--- src/rtl/dds_wave_generator_pkg.sv ---
// Shared constants, pipeline types and the quarter-wave sine table generator
// for the DDS wave generator.
package dds_wave_generator_pkg;

  localparam int         DDS_PHASE_W   = 10;
  localparam int         DDS_ROM_DEPTH = 256;
  localparam int         DDS_ROM_W     = 7;
  localparam logic [7:0] DDS_MIDSCALE  = 8'd128;

  typedef logic [DDS_ROM_DEPTH-1:0][DDS_ROM_W-1:0] rom_t;

  // Folded ROM address plus the sideband that travels with it.
  typedef struct packed {
    logic [7:0] addr;
    logic       neg;
    logic       wrap;
  } dds_s1_t;

  // M[i] = round(127 * sin(pi/2 * (i + 0.5) / 256)), evaluated at elaboration.
  function automatic rom_t sine_table();
    rom_t t;
    real  x, term, s;
    for (int i = 0; i < DDS_ROM_DEPTH; i++) begin
      x    = 1.5707963267948966 * (real'(i) + 0.5) / real'(DDS_ROM_DEPTH);
      term = x;
      s    = x;
      for (int k = 1; k < 12; k++) begin
        term = -term * x * x / real'((2 * k) * (2 * k + 1));
        s    = s + term;
      end
      t[i] = DDS_ROM_W'($rtoi(127.0 * s + 0.5));
    end
    return t;
  endfunction

endpackage

--- src/rtl/dds_wave_generator_rom.sv ---
// Quarter-wave sine magnitude ROM, 256 x 7, with a registered output.
module dds_sine_rom
  import dds_wave_generator_pkg::*;
(
  input  logic                 CLK,
  input  logic                 RSTn,
  input  logic [7:0]           addr,
  output logic [DDS_ROM_W-1:0] data
);

  localparam rom_t ROM = sine_table();

  always_ff @(posedge CLK or negedge RSTn) begin
    if (!RSTn) data <= '0;
    else       data <= ROM[addr];
  end

endmodule

--- src/rtl/dds_wave_generator.sv ---
// DDS core: phase accumulator -> folded quarter-wave ROM -> offset-binary sine.
// Define DDS_KW_SYNC_EN to defer control-word changes to period boundaries.
module dds_wave_generator
  import dds_wave_generator_pkg::*;
#(
  parameter int ACC_W  = 16,
  parameter int DATA_W = 8
) (
  input  logic              CLK,
  input  logic              RSTn,
  input  logic [11:0]       KW_In,
  input  logic              Enable_In,
  output logic [DATA_W-1:0] Wave_Out,
  output logic              Sync_Out
);

  logic [ACC_W-1:0]       acc, kw_active;
  logic [ACC_W:0]         sum;
  logic                   wrap, acc_wrap;
  logic [DDS_PHASE_W-1:0] p;
  dds_s1_t                s1;
  logic                   s2_neg, s2_wrap;
  logic [DDS_ROM_W-1:0]   mag;

  assign sum  = {1'b0, acc} + {1'b0, kw_active};
  assign wrap = Enable_In & sum[ACC_W];
  assign p    = acc[ACC_W-1 -: DDS_PHASE_W];

  // S0: wrap is registered with the post-wrap phase so it stays aligned.
  always_ff @(posedge CLK or negedge RSTn) begin
    if (!RSTn) begin
      acc      <= '0;
      acc_wrap <= 1'b0;
    end else begin
      if (Enable_In) acc <= sum[ACC_W-1:0];
      acc_wrap <= wrap;
    end
  end

`ifdef DDS_KW_SYNC_EN
  logic loaded;

  always_ff @(posedge CLK or negedge RSTn) begin
    if (!RSTn) begin
      kw_active <= '0;
      loaded    <= 1'b0;
    end else if (Enable_In && (wrap || !loaded)) begin
      kw_active <= ACC_W'(KW_In);
      loaded    <= 1'b1;
    end
  end
`else
  always_ff @(posedge CLK or negedge RSTn) begin
    if (!RSTn) kw_active <= '0;
    else       kw_active <= ACC_W'(KW_In);
  end
`endif

  // S1 fold: odd quadrants read the table backwards (255 - idx == ~idx).
  always_ff @(posedge CLK or negedge RSTn) begin
    if (!RSTn) begin
      s1       <= '0;
      s2_neg   <= 1'b0;
      s2_wrap  <= 1'b0;
      Wave_Out <= DDS_MIDSCALE;
      Sync_Out <= 1'b0;
    end else begin
      s1.addr  <= p[8] ? ~p[7:0] : p[7:0];
      s1.neg   <= p[9];
      s1.wrap  <= acc_wrap;
      s2_neg   <= s1.neg;
      s2_wrap  <= s1.wrap;
      Wave_Out <= s2_neg ? DDS_MIDSCALE - {1'b0, mag} : DDS_MIDSCALE + {1'b0, mag};
      Sync_Out <= s2_wrap;
    end
  end

  dds_sine_rom u_rom (
    .CLK  (CLK),
    .RSTn (RSTn),
    .addr (s1.addr),
    .data (mag)
  );

endmodule

--- config.mk ---
export PLATFORM = sky130hd
export DESIGN_NAME = dds_wave_generator
export DESIGN_NICKNAME = d
export VERILOG_FILES = /design/src/rtl/dds_wave_generator_pkg.sv /design/src/rtl/dds_wave_generator_rom.sv /design/src/rtl/dds_wave_generator.sv
export SDC_FILE = /design/constraint.sdc
export NUM_CORES = 1
export LEC_CHECK = 0
export BUFFER_PORTS_ARGS = -buffer_cell sky130_fd_sc_hd__buf_2
export CORE_MARGIN = 2
export CORE_UTILIZATION = 55
export CTS_CLUSTER_DIAMETER = 40
export CTS_CLUSTER_SIZE = 28
export DETAILED_ROUTE_END_ITERATION = 8
export GPL_TIMING_DRIVEN = 0
export PLACE_DENSITY_LB_ADDON = 0.08
export REMOVE_ABC_BUFFERS = 1
export SYNTH_ARGS = -nofsm -noshare
export SYNTH_HDL_FRONTEND = slang
export SYNTH_SLANG_ARGS = --single-unit
--- constraint.sdc ---
create_clock -name CLK -period 2.2 [get_ports CLK]
set_clock_uncertainty 0.05 [all_clocks]
set_input_delay 0.44 -clock CLK [delete_from_list [all_inputs] [get_ports CLK]]
set_output_delay 0.44 -clock CLK [all_outputs]
set_load 0.01 [all_outputs]
==> results of run 1 <==
-- worst max path at each step --
stage	startpoint	endpoint	cells after the start
after global placement	s1[5]	u_rom.data[2]	6
after floorplan	s1[5]	u_rom.data[2]	6
after detailed placement	s1[3]	u_rom.data[2]	9
final	acc[0]	acc[8]	7
after CTS	s1[3]	u_rom.data[1]	7
after global routing	acc[0]	acc[8]	7
-- cells in the final DEF (no fill, tap or decap), types with 3 or more instances in the layout --
cell type                    n
sky130_fd_sc_hd__buf_2      22
sky130_fd_sc_hd__nand3_1    14
sky130_fd_sc_hd__buf_4      12
sky130_fd_sc_hd__xnor2_1    17
sky130_fd_sc_hd__a2111oi_2   4
sky130_fd_sc_hd__mux4_2      3
sky130_fd_sc_hd__o31ai_1     3
sky130_fd_sc_hd__inv_2       3
sky130_fd_sc_hd__inv_1      10
sky130_fd_sc_hd__nor2_1     27
sky130_fd_sc_hd__a211oi_1    8
sky130_fd_sc_hd__o21ai_1     8
sky130_fd_sc_hd__a31oi_1     4
sky130_fd_sc_hd__nand3b_1    4
sky130_fd_sc_hd__nand4_1     5
sky130_fd_sc_hd__nand2b_1   11
sky130_fd_sc_hd__o211ai_1    5
sky130_fd_sc_hd__dfrtp_2     4
sky130_fd_sc_hd__a21oi_2     3
sky130_fd_sc_hd__nor2b_1     5
sky130_fd_sc_hd__clkbuf_8   11
sky130_fd_sc_hd__nand2_1    34
sky130_fd_sc_hd__mux2_2      7
sky130_fd_sc_hd__ha_1       20
sky130_fd_sc_hd__a21oi_1    28
sky130_fd_sc_hd__a211o_1     3
sky130_fd_sc_hd__xor2_1      9
sky130_fd_sc_hd__o21ai_0    22
sky130_fd_sc_hd__nor3_1      6
sky130_fd_sc_hd__a21o_1      6
sky130_fd_sc_hd__dfrtp_1    50
sky130_fd_sc_hd__o2111ai_1   3
-- cells in the mapped netlist, drive strengths merged (2+ instances only) --
| cell | instances | area (um2) |
|---|---|---|
| a2111oi | 4 | 47.6 |
| a211o | 3 | 26.3 |
| a211oi | 11 | 82.6 |
| a21o | 6 | 45.0 |
| a21oi | 31 | 155 |
| a31oi | 5 | 46.3 |
| a41oi | 2 | 17.5 |
| and3 | 2 | 12.5 |
| buf | 18 | 104 |
| clkbuf | 10 | 37.5 |
| dfrtp | 56 | 1400 |
| ha | 24 | 300 |
| inv | 15 | 58.8 |
| mux2 | 8 | 90.1 |
| mux2i | 2 | 20.0 |
| mux4 | 3 | 67.6 |
| nand2 | 34 | 128 |
| nand2b | 11 | 68.8 |
| nand3 | 14 | 70.1 |
| nand3b | 4 | 30.0 |
| nand4 | 5 | 31.3 |
| nand4b | 2 | 17.5 |
| nor2 | 27 | 101 |
| nor2b | 5 | 31.3 |
| nor3 | 6 | 30.0 |
| o2111ai | 3 | 26.3 |
| o211ai | 5 | 37.5 |
| o21ai | 30 | 150 |
| o31ai | 3 | 22.5 |
| or2 | 2 | 15.0 |
| xnor2 | 17 | 149 |
| xor2 | 9 | 78.8 |
-- power groups by stage --
stage                     clock (mW)  combinational, mW  sequential (mW)
after CTS                       1.02               3.69             2.28
after detailed placement           0               3.39             2.34
after global placement             0               3.35             2.33
after global routing            1.07               4.62             2.30
after floorplan                    0               2.71             2.15
final                          0.988               4.15             2.23
-- flip-flops by register name (all words and copies together) (netlist names) --
| register | cells |
|---|---|
| acc | 16 |
| kw_active | 12 |
| s1 | 10 |
| Wave_Out | 8 |
| u_rom.data | 7 |
| Sync_Out | 1 |
| acc_wrap | 1 |
| s2_neg | 1 |
| s2_wrap | 1 |
-- timing repair --
action                                  CTS  global route
gates resized for setup                  18            15
setup buffers                             5             9
hold endpoints to repair                  0             0
pin swaps                                 2            13
endpoints found under the setup margin   13            13
-- kinds of logic (layout without fill, tap and decap cells) --
| kind of cell | after synthesis | after routing | synth area share |
|---|---|---|---|
| AO/OA/AOI/OAI | 118 | 118 | 0.211 |
| XOR/XNOR | 26 | 26 | 0.0612 |
| adder cells (fa/ha/maj) | 26 | 26 | 0.0887 |
| buffers and inverters | 43 | 68 | 0.0538 |
| flip-flops | 57 | 57 | 0.383 |
| multiplexers | 13 | 13 | 0.0477 |
| AND/OR/NAND/NOR | 117 | 117 | 0.154 |
-- final cells by class --
cell class / instances / area (um2) / share of cell area
Sequential cell: 57 / 1440 / 0.339
Timing Repair Buffer: 37 / 259 / 0.0609
Clock buffer: 12 / 155 / 0.0365
Multi-Input combinational cell: 300 / 2190 / 0.514
Tap cell: 77 / 96.3 / 0.0227
Inverter: 15 / 63.8 / 0.0150
Clock inverter: 4 / 51.3 / 0.0121
-- per-stage QoR --
stage | cells | instance area (um2) | hold WS [ps] | setup TNS (ps)
floorplan | 372 | 3580 | 94.4 | -433
global placement | 472 | 3790 | 283 | -4310
detailed placement | 472 | 3790 | 287 | -4380
CTS | 493 | 4100 | 140 | 0
global route | 502 | 4250 | 133 | -270
finish | 502 | 4250 | 96.8 | 0
-- critical path: stages (launching register included) --
cell and delay (ps):
sky130_fd_sc_hd__dfrtp_1 410, sky130_fd_sc_hd__ha_4 180, sky130_fd_sc_hd__fa_2 410, sky130_fd_sc_hd__a211oi_4 310, sky130_fd_sc_hd__o211ai_1 170, sky130_fd_sc_hd__a21oi_2 190, sky130_fd_sc_hd__xnor2_1 90, sky130_fd_sc_hd__mux2_4 260
-- layer usage --
layer / GRT usage / wire (um) / vias up
li1: - / - / 1486
met4: 0.0540 / 91 / 0
met1: 0.322 / 3690 / 1463
met3: 0.0676 / 542 / 16
met5: 0 / 0 / -
met2: 0.337 / 3700 / 128
==> impl_metrics.prom, run 1 <==
# TYPE chip_impl_metric gauge
chip_impl_metric{name="count_of_port_buffers_added_during_placement",unit=""} 23
chip_impl_metric{name="route.detailed.vias_per_inst",unit=""} 6.16
chip_impl_metric{name="power_density",unit="nW/um2"} 1730
chip_impl_metric{name="yosysSeqAreaShare",unit=""} 0.383
chip_impl_metric{name="mappedNetlistArea",unit="um2"} 3720
chip_impl_info{name="grt_setup_unrepaired",value="true"} 1
chip_impl_metric{name="power.leakage",unit="nW"} 1.80
chip_impl_metric{name="insertion_delay",unit="ps"} 330
chip_impl_info{name="timing.critical_path.to_type",value="flip-flop"} 1
chip_impl_metric{name="timing.critical_path.arrival",unit="ps"} 2350
chip_impl_metric{name="place_congestion",unit=""} 0.858
chip_impl_metric{name="ys_async_sr_fraction",unit=""} 1.00
chip_impl_metric{name="gr-total-overflow",unit=""} 0
chip_impl_metric{name="synth.yosys.warnings",unit=""} 0
chip_impl_metric{name="clock_tree_sinks",unit=""} 57
chip_impl_metric{name="final_layout_size_suffix_gt1_frac",unit=""} 0.221
chip_impl_metric{name="antenna_cells",unit=""} 0
chip_impl_metric{name="start_util",unit=""} 0.577
chip_impl_metric{name="final-hold-violation-count",unit=""} 0
chip_impl_metric{name="grt_first_pass_wirelength",unit="mm"} 13.4
chip_impl_metric{name="drcViolationCount",unit=""} 0
chip_impl_metric{name="die_area",unit="um2"} 7440
chip_impl_metric{name="cts_buffers",unit=""} 9
chip_impl_info{name="synth_ff_type",value="sky130_fd_sc_hd__dfrtp_1"} 1
chip_impl_metric{name="antenna_found_initial",unit=""} 0
chip_impl_metric{name="synth_area_per_cell",unit="um2"} 9.31
chip_impl_metric{name="worstPathRequired",unit="ps"} 2370
chip_impl_metric{name="slew_headroom",unit=""} 0.425
chip_impl_metric{name="fin_ws",unit="ps"} 19.3
chip_impl_info{name="r2r-start",value="acc[0]"} 1
chip_impl_metric{name="final_max_slew_viol_count",unit=""} 0
chip_impl_metric{name="post_cts_hold_buffer_count",unit=""} 0
chip_impl_metric{name="intPower",unit="mW"} 4.06
chip_impl_info{name="critical_path.startpoint_type",value="flip-flop"} 1
chip_impl_metric{name="synthToLayoutAreaGrowth",unit="%"} 14.2
chip_impl_metric{name="worst_r2r_path_depth",unit=""} 7
chip_impl_metric{name="power",unit="mW"} 7.37
chip_impl_metric{name="layout.filler_cells",unit=""} 530
chip_impl_metric{name="dr.pass1.iters",unit=""} 5
chip_impl_metric{name="synth-edff-count",unit=""} 0
chip_impl_metric{name="overall_via_count_from_detail_route",unit=""} 3093
chip_impl_metric{name="comb_power_share",unit=""} 0.564
chip_impl_metric{name="sw_frac_of_total",unit=""} 0.449
chip_impl_metric{name="cts.clk_slew.worst_paths",unit="ps"} 60
chip_impl_metric{name="max-vdd-ir-drop",unit="V"} 0.000809
chip_impl_metric{name="drtAntennaViolNets",unit=""} 0
chip_impl_metric{name="clock_path_buffers",unit=""} 2
chip_impl_metric{name="finalCoreUtilization",unit=""} 0.658
chip_impl_metric{name="reg2reg_slack",unit="ps"} 20
chip_impl_metric{name="pin_count_of_the_biggest_net_entering_global_routing",unit=""} 58
chip_impl_metric{name="die-height",unit="um"} 86.3
chip_impl_info{name="outcome",value="complete, no violations"} 1
chip_impl_metric{name="finish.net_count",unit=""} 460
chip_impl_metric{name="fp-row-count",unit=""} 29
chip_impl_metric{name="timing_worst_slew_pin_value",unit="ps"} 863
chip_impl_metric{name="core_area",unit="um2"} 6460
chip_impl_metric{name="preCtsSetupSlack",unit="ps"} -675
chip_impl_info{name="clock_tree.root_cell",value="sky130_fd_sc_hd__clkbuf_8"} 1
chip_impl_info{name="end_of_the_worst_register_to_register_path",value="acc[8]"} 1
chip_impl_metric{name="io-pin-count",unit=""} 24
chip_impl_info{name="worst_hold_path_type",value="in2async"} 1
chip_impl_metric{name="grt_use_total",unit=""} 0.225
chip_impl_metric{name="route.final.wire_length",unit="mm"} 8.02
chip_impl_metric{name="power_frac_clock",unit=""} 0.134
chip_impl_metric{name="fp.dieW",unit="um"} 86.3
chip_impl_metric{name="crit_path_max_fanout",unit=""} 3
chip_impl_metric{name="power.sequential.fraction",unit=""} 0.302
chip_impl_metric{name="h-tree-depth",unit=""} 3
chip_impl_metric{name="layout_worst_path_cycle_share",unit=""} 0.991
chip_impl_metric{name="wl_per_cell",unit="um"} 16.0
chip_impl_info{name="tritoncts",value="built"} 1
chip_impl_metric{name="post_synth_inst_count",unit=""} 400
chip_impl_metric{name="setup_viol_count_final",unit=""} 0
chip_impl_metric{name="ys_types",unit=""} 64
chip_impl_metric{name="first_global_vias",unit=""} 2836
chip_impl_metric{name="maximum_operating_frequency",unit="MHz"} 459
chip_impl_metric{name="post-route-min-period",unit="ps"} 2180
chip_impl_metric{name="max_cap_violations",unit=""} 0
chip_impl_metric{name="synth_seq_cells",unit=""} 57
chip_impl_info{name="timing_worst_setup_path_type",value="reg2reg"} 1
chip_impl_metric{name="initialDrtViolationCount",unit=""} 231
chip_impl_metric{name="hpwlAfterDp",unit="mm"} 4.88
chip_impl_metric{name="power_switching",unit="mW"} 3.31
Note: power is estimated with default switching activity, not from simulation.
==> inputs of run 2 (changes only) <==
GPL_TIMING_DRIVEN = default   (was 0)
PLACE_DENSITY = 0.83   (was default)
PLACE_DENSITY_LB_ADDON = default   (was 0.08)
==> run 2 against run 1 <==
- worst setup slack got worse by 90 ps
- critical path type unchanged
- die area did not move
- total power fell by 1.4%
- sequential share of layout area barely moved
- combinational power rose by 5%
- critical path depth did not move
- final area fell by 0.82%
- utilization fell by 0.54 points
- first-iteration DRC count rose by 0.87%
- via count rose by 2.4%
- highest routed layer unchanged
- hold slack got worse by 57 ps
- the flow now finishes with violations (setup timing)
==> impl_metrics.prom, run 2 (synthesized netlist as in run 1, its figures left out) <==
# TYPE chip_impl_metric gauge
chip_impl_metric{name="fp.dieW",unit="um"} 86.3
chip_impl_metric{name="initialDrtViolationCount",unit=""} 233
chip_impl_info{name="clock_tree.root_cell",value="sky130_fd_sc_hd__clkbuf_8"} 1
chip_impl_metric{name="synthToLayoutAreaGrowth",unit="%"} 13.2
chip_impl_metric{name="pin_count_of_the_biggest_net_entering_global_routing",unit=""} 29
chip_impl_metric{name="fin_ws",unit="ps"} -70.4
chip_impl_metric{name="setup_viol_count_final",unit=""} 2
chip_impl_metric{name="cts_buffers",unit=""} 9
chip_impl_metric{name="power.sequential.fraction",unit=""} 0.273
chip_impl_metric{name="cts.clk_slew.worst_paths",unit="ps"} 60
chip_impl_metric{name="power_frac_clock",unit=""} 0.129
chip_impl_metric{name="drcViolationCount",unit=""} 0
chip_impl_metric{name="post-route-min-period",unit="ps"} 2270
chip_impl_metric{name="count_of_port_buffers_added_during_placement",unit=""} 23
chip_impl_metric{name="final_area",unit="um2"} 4220
chip_impl_info{name="r2r-start",value="acc[0]"} 1
chip_impl_metric{name="worst_r2r_path_depth",unit=""} 7
chip_impl_metric{name="hpwlAfterDp",unit="mm"} 5.76
chip_impl_metric{name="largest_reg_flops",unit=""} 16
chip_impl_metric{name="crit_cells",unit=""} 7
chip_impl_metric{name="wl_per_cell",unit="um"} 16.5
chip_impl_metric{name="core_area",unit="um2"} 6460
chip_impl_metric{name="power_switching",unit="mW"} 3.28
chip_impl_metric{name="max_cap_violations",unit=""} 0
chip_impl_metric{name="crit_path_max_fanout",unit=""} 3
chip_impl_metric{name="comb_power_share",unit=""} 0.598
chip_impl_metric{name="final_layout_size_suffix_gt1_frac",unit=""} 0.202
chip_impl_info{name="largestRegisters",value="acc: 16 flops, kw_active: 12 flops, s1: 10 flops"} 1
chip_impl_info{name="final_cell_mix",value="sky130_fd_sc_hd__dfrtp_1, sky130_fd_sc_hd__nand2_1, sky130_fd_sc_hd__a21oi_1"} 1
chip_impl_metric{name="antenna_cells",unit=""} 0
chip_impl_metric{name="layout_worst_path_cycle_share",unit=""} 1.03
chip_impl_metric{name="insertion_delay",unit="ps"} 340
chip_impl_metric{name="reg2reg_slack",unit="ps"} -70
chip_impl_metric{name="clock_tree_sinks",unit=""} 57
chip_impl_metric{name="finish.net_count",unit=""} 470
chip_impl_info{name="failed_checks",value="setup timing"} 1
chip_impl_metric{name="route.detailed.vias_per_inst",unit=""} 6.19
chip_impl_info{name="crit_path_start",value="acc[0]"} 1
chip_impl_info{name="critPathCapture",value="acc[8]"} 1
chip_impl_metric{name="power_density",unit="nW/um2"} 1720
chip_impl_info{name="timing.critical_path.to_type",value="flip-flop"} 1
chip_impl_metric{name="fp-row-count",unit=""} 29
chip_impl_metric{name="gr-total-overflow",unit=""} 0
chip_impl_metric{name="clock_path_buffers",unit=""} 2
chip_impl_metric{name="final_max_slew_viol_count",unit=""} 0
chip_impl_info{name="critical_path.top_delay_family",value="compound AO/OA/AOI/OAI gates"} 1
chip_impl_info{name="end_of_the_worst_register_to_register_path",value="acc[8]"} 1
chip_impl_metric{name="cp_slowest_stage_delay",unit="ps"} 410
chip_impl_info{name="most_common_cell_after_layout_fill_and_taps_aside",value="sky130_fd_sc_hd__dfrtp_1"} 1
chip_impl_info{name="outcome",value="complete, but fails checks"} 1
chip_impl_metric{name="postPlaceCellArea",unit="um2"} 3980
chip_impl_info{name="tritoncts",value="built"} 1
chip_impl_metric{name="post_cts_hold_buffer_count",unit=""} 0
chip_impl_metric{name="max-vdd-ir-drop",unit="V"} 0.000816
chip_impl_metric{name="io-pin-count",unit=""} 24
chip_impl_metric{name="route.final.wire_length",unit="mm"} 8.47
chip_impl_metric{name="power",unit="mW"} 7.26
chip_impl_metric{name="maximum_operating_frequency",unit="MHz"} 440
chip_impl_metric{name="whs",unit="ps"} 39.6
chip_impl_info{name="crit_chain",value="ha_2, fa_2, a211oi_4, o211ai_1, a21oi_1, xnor2_1, mux2_2"} 1
chip_impl_metric{name="place_congestion",unit=""} 0.982
chip_impl_metric{name="worstPathRequired",unit="ps"} 2360
chip_impl_metric{name="drtAntennaViolNets",unit=""} 0
chip_impl_metric{name="overall_via_count_from_detail_route",unit=""} 3168
chip_impl_info{name="grt_setup_unrepaired",value="true"} 1
chip_impl_metric{name="power.leakage",unit="nW"} 1.83
chip_impl_metric{name="final-hold-violation-count",unit=""} 0
chip_impl_info{name="critical_path.startpoint_type",value="flip-flop"} 1
chip_impl_metric{name="timing.critical_path.arrival",unit="ps"} 2440
chip_impl_metric{name="timing_worst_slew_pin_value",unit="ps"} 606
chip_impl_metric{name="grt_use_total",unit=""} 0.237
chip_impl_info{name="worst_hold_path_type",value="in2async"} 1
chip_impl_metric{name="start_util",unit=""} 0.577
chip_impl_metric{name="layout.filler_cells",unit=""} 502
chip_impl_metric{name="intPower",unit="mW"} 3.99
chip_impl_info{name="timing_worst_setup_path_type",value="reg2reg"} 1
chip_impl_metric{name="dr.pass1.iters",unit=""} 4
chip_impl_metric{name="timing.critical_path.buf_inv",unit=""} 0
chip_impl_metric{name="sw_frac_of_total",unit=""} 0.451
chip_impl_metric{name="antenna_found_initial",unit=""} 0
chip_impl_metric{name="die_area",unit="um2"} 7440
chip_impl_metric{name="grt_first_pass_wirelength",unit="mm"} 13.9
chip_impl_metric{name="slew_headroom",unit=""} 0.596
chip_impl_info{name="critPathSlowestCell",value="sky130_fd_sc_hd__fa_2"} 1
chip_impl_metric{name="first_global_vias",unit=""} 3008
chip_impl_metric{name="die-height",unit="um"} 86.3
chip_impl_metric{name="h-tree-depth",unit=""} 3
chip_impl_info{name="registers.top_by_ff_count",value="acc"} 1
==> run 2: changes by cell type in the layout (fill, tap and decap cells not counted), sizes merged <==
| cell | delta |
|---|---|
| buf | +10 |
| clkbuf | +1 |
| clkinvlp | -1 |
==> run 2: worst min-delay path by stage <==
| stage | to |
|---|---|
| global route | Wave_Out[1] |
| CTS | s2_neg |
| global placement | s2_neg |
| floorplan | Sync_Out |
| finish | Wave_Out[1] |
| detailed placement | s2_wrap |
==> run 2: metal layers <==
| metal | track usage | vias to the layer above | part of all wire |
|---|---|---|---|
| li1 | - | 1507 | - |
| met1 | 0.298 | 1520 | 0.42 |
| met2 | 0.400 | 116 | 0.50 |
| met3 | 0.0562 | 25 | 0.055 |
| met4 | 0.0838 | 0 | 0.022 |
| met5 | 0 | - | 0 |
==> run 2: power by group through the flow <==
| stage | Clock (mW) | Sequential, mW | Combinational (mW) |
|---|---|---|---|
| after detailed placement | 0 | 1.98 | 4.14 |
| final | 0.935 | 1.98 | 4.35 |
| after global routing | 1.00 | 2.05 | 4.79 |
| after floorplan | 0 | 2.15 | 2.71 |
| after CTS | 0.954 | 1.97 | 4.19 |
| after global placement | 0 | 1.96 | 4.03 |
==> run 2: per-stage QoR <==
stage | cells | setup slack [ps] | setup TNS, ps | util
2_1_floorplan | 372 | -147 | -433 | -
3_3_place_gp | 495 | -71.9 | -127 | 0.616
3_5_place_dp | 495 | -119 | -266 | 0.616
4_1_cts | 511 | 23.1 | 0 | 0.646
5_1_grt | 512 | -90.3 | -312 | 0.653
6_report | 512 | -70.4 | -101 | 0.653
==> run 2: area by class of cell <==
cell class	instances	area, um2	area share
Sequential cell	57	1430	0.339
Timing Repair Buffer	47	308	0.0730
Clock inverter	3	40.0	0.00950
Multi-Input combinational cell	300	2140	0.507
Inverter	15	58.8	0.0139
Clock buffer	13	149	0.0353
Tap cell	77	96.3	0.0228
==> run 2: worst register-to-register path, delay by kind of cell (launching register included) <==
family          cells  cell delay [ps]
compound gates      3              740
fa+ha+maj           2              600
mux                 1              280
xor+xnor            1              110
flops               1              370
==> run 2: what timing repair did <==
| item | CTS | global route |
|---|---|---|
| hold endpoints to repair | 0 | 0 |
| endpoints found under the setup margin | 6 | 11 |
| pin swaps | 1 | 12 |
| buffers inserted | 0 | 1 |
| resized for setup | 2 | 11 |
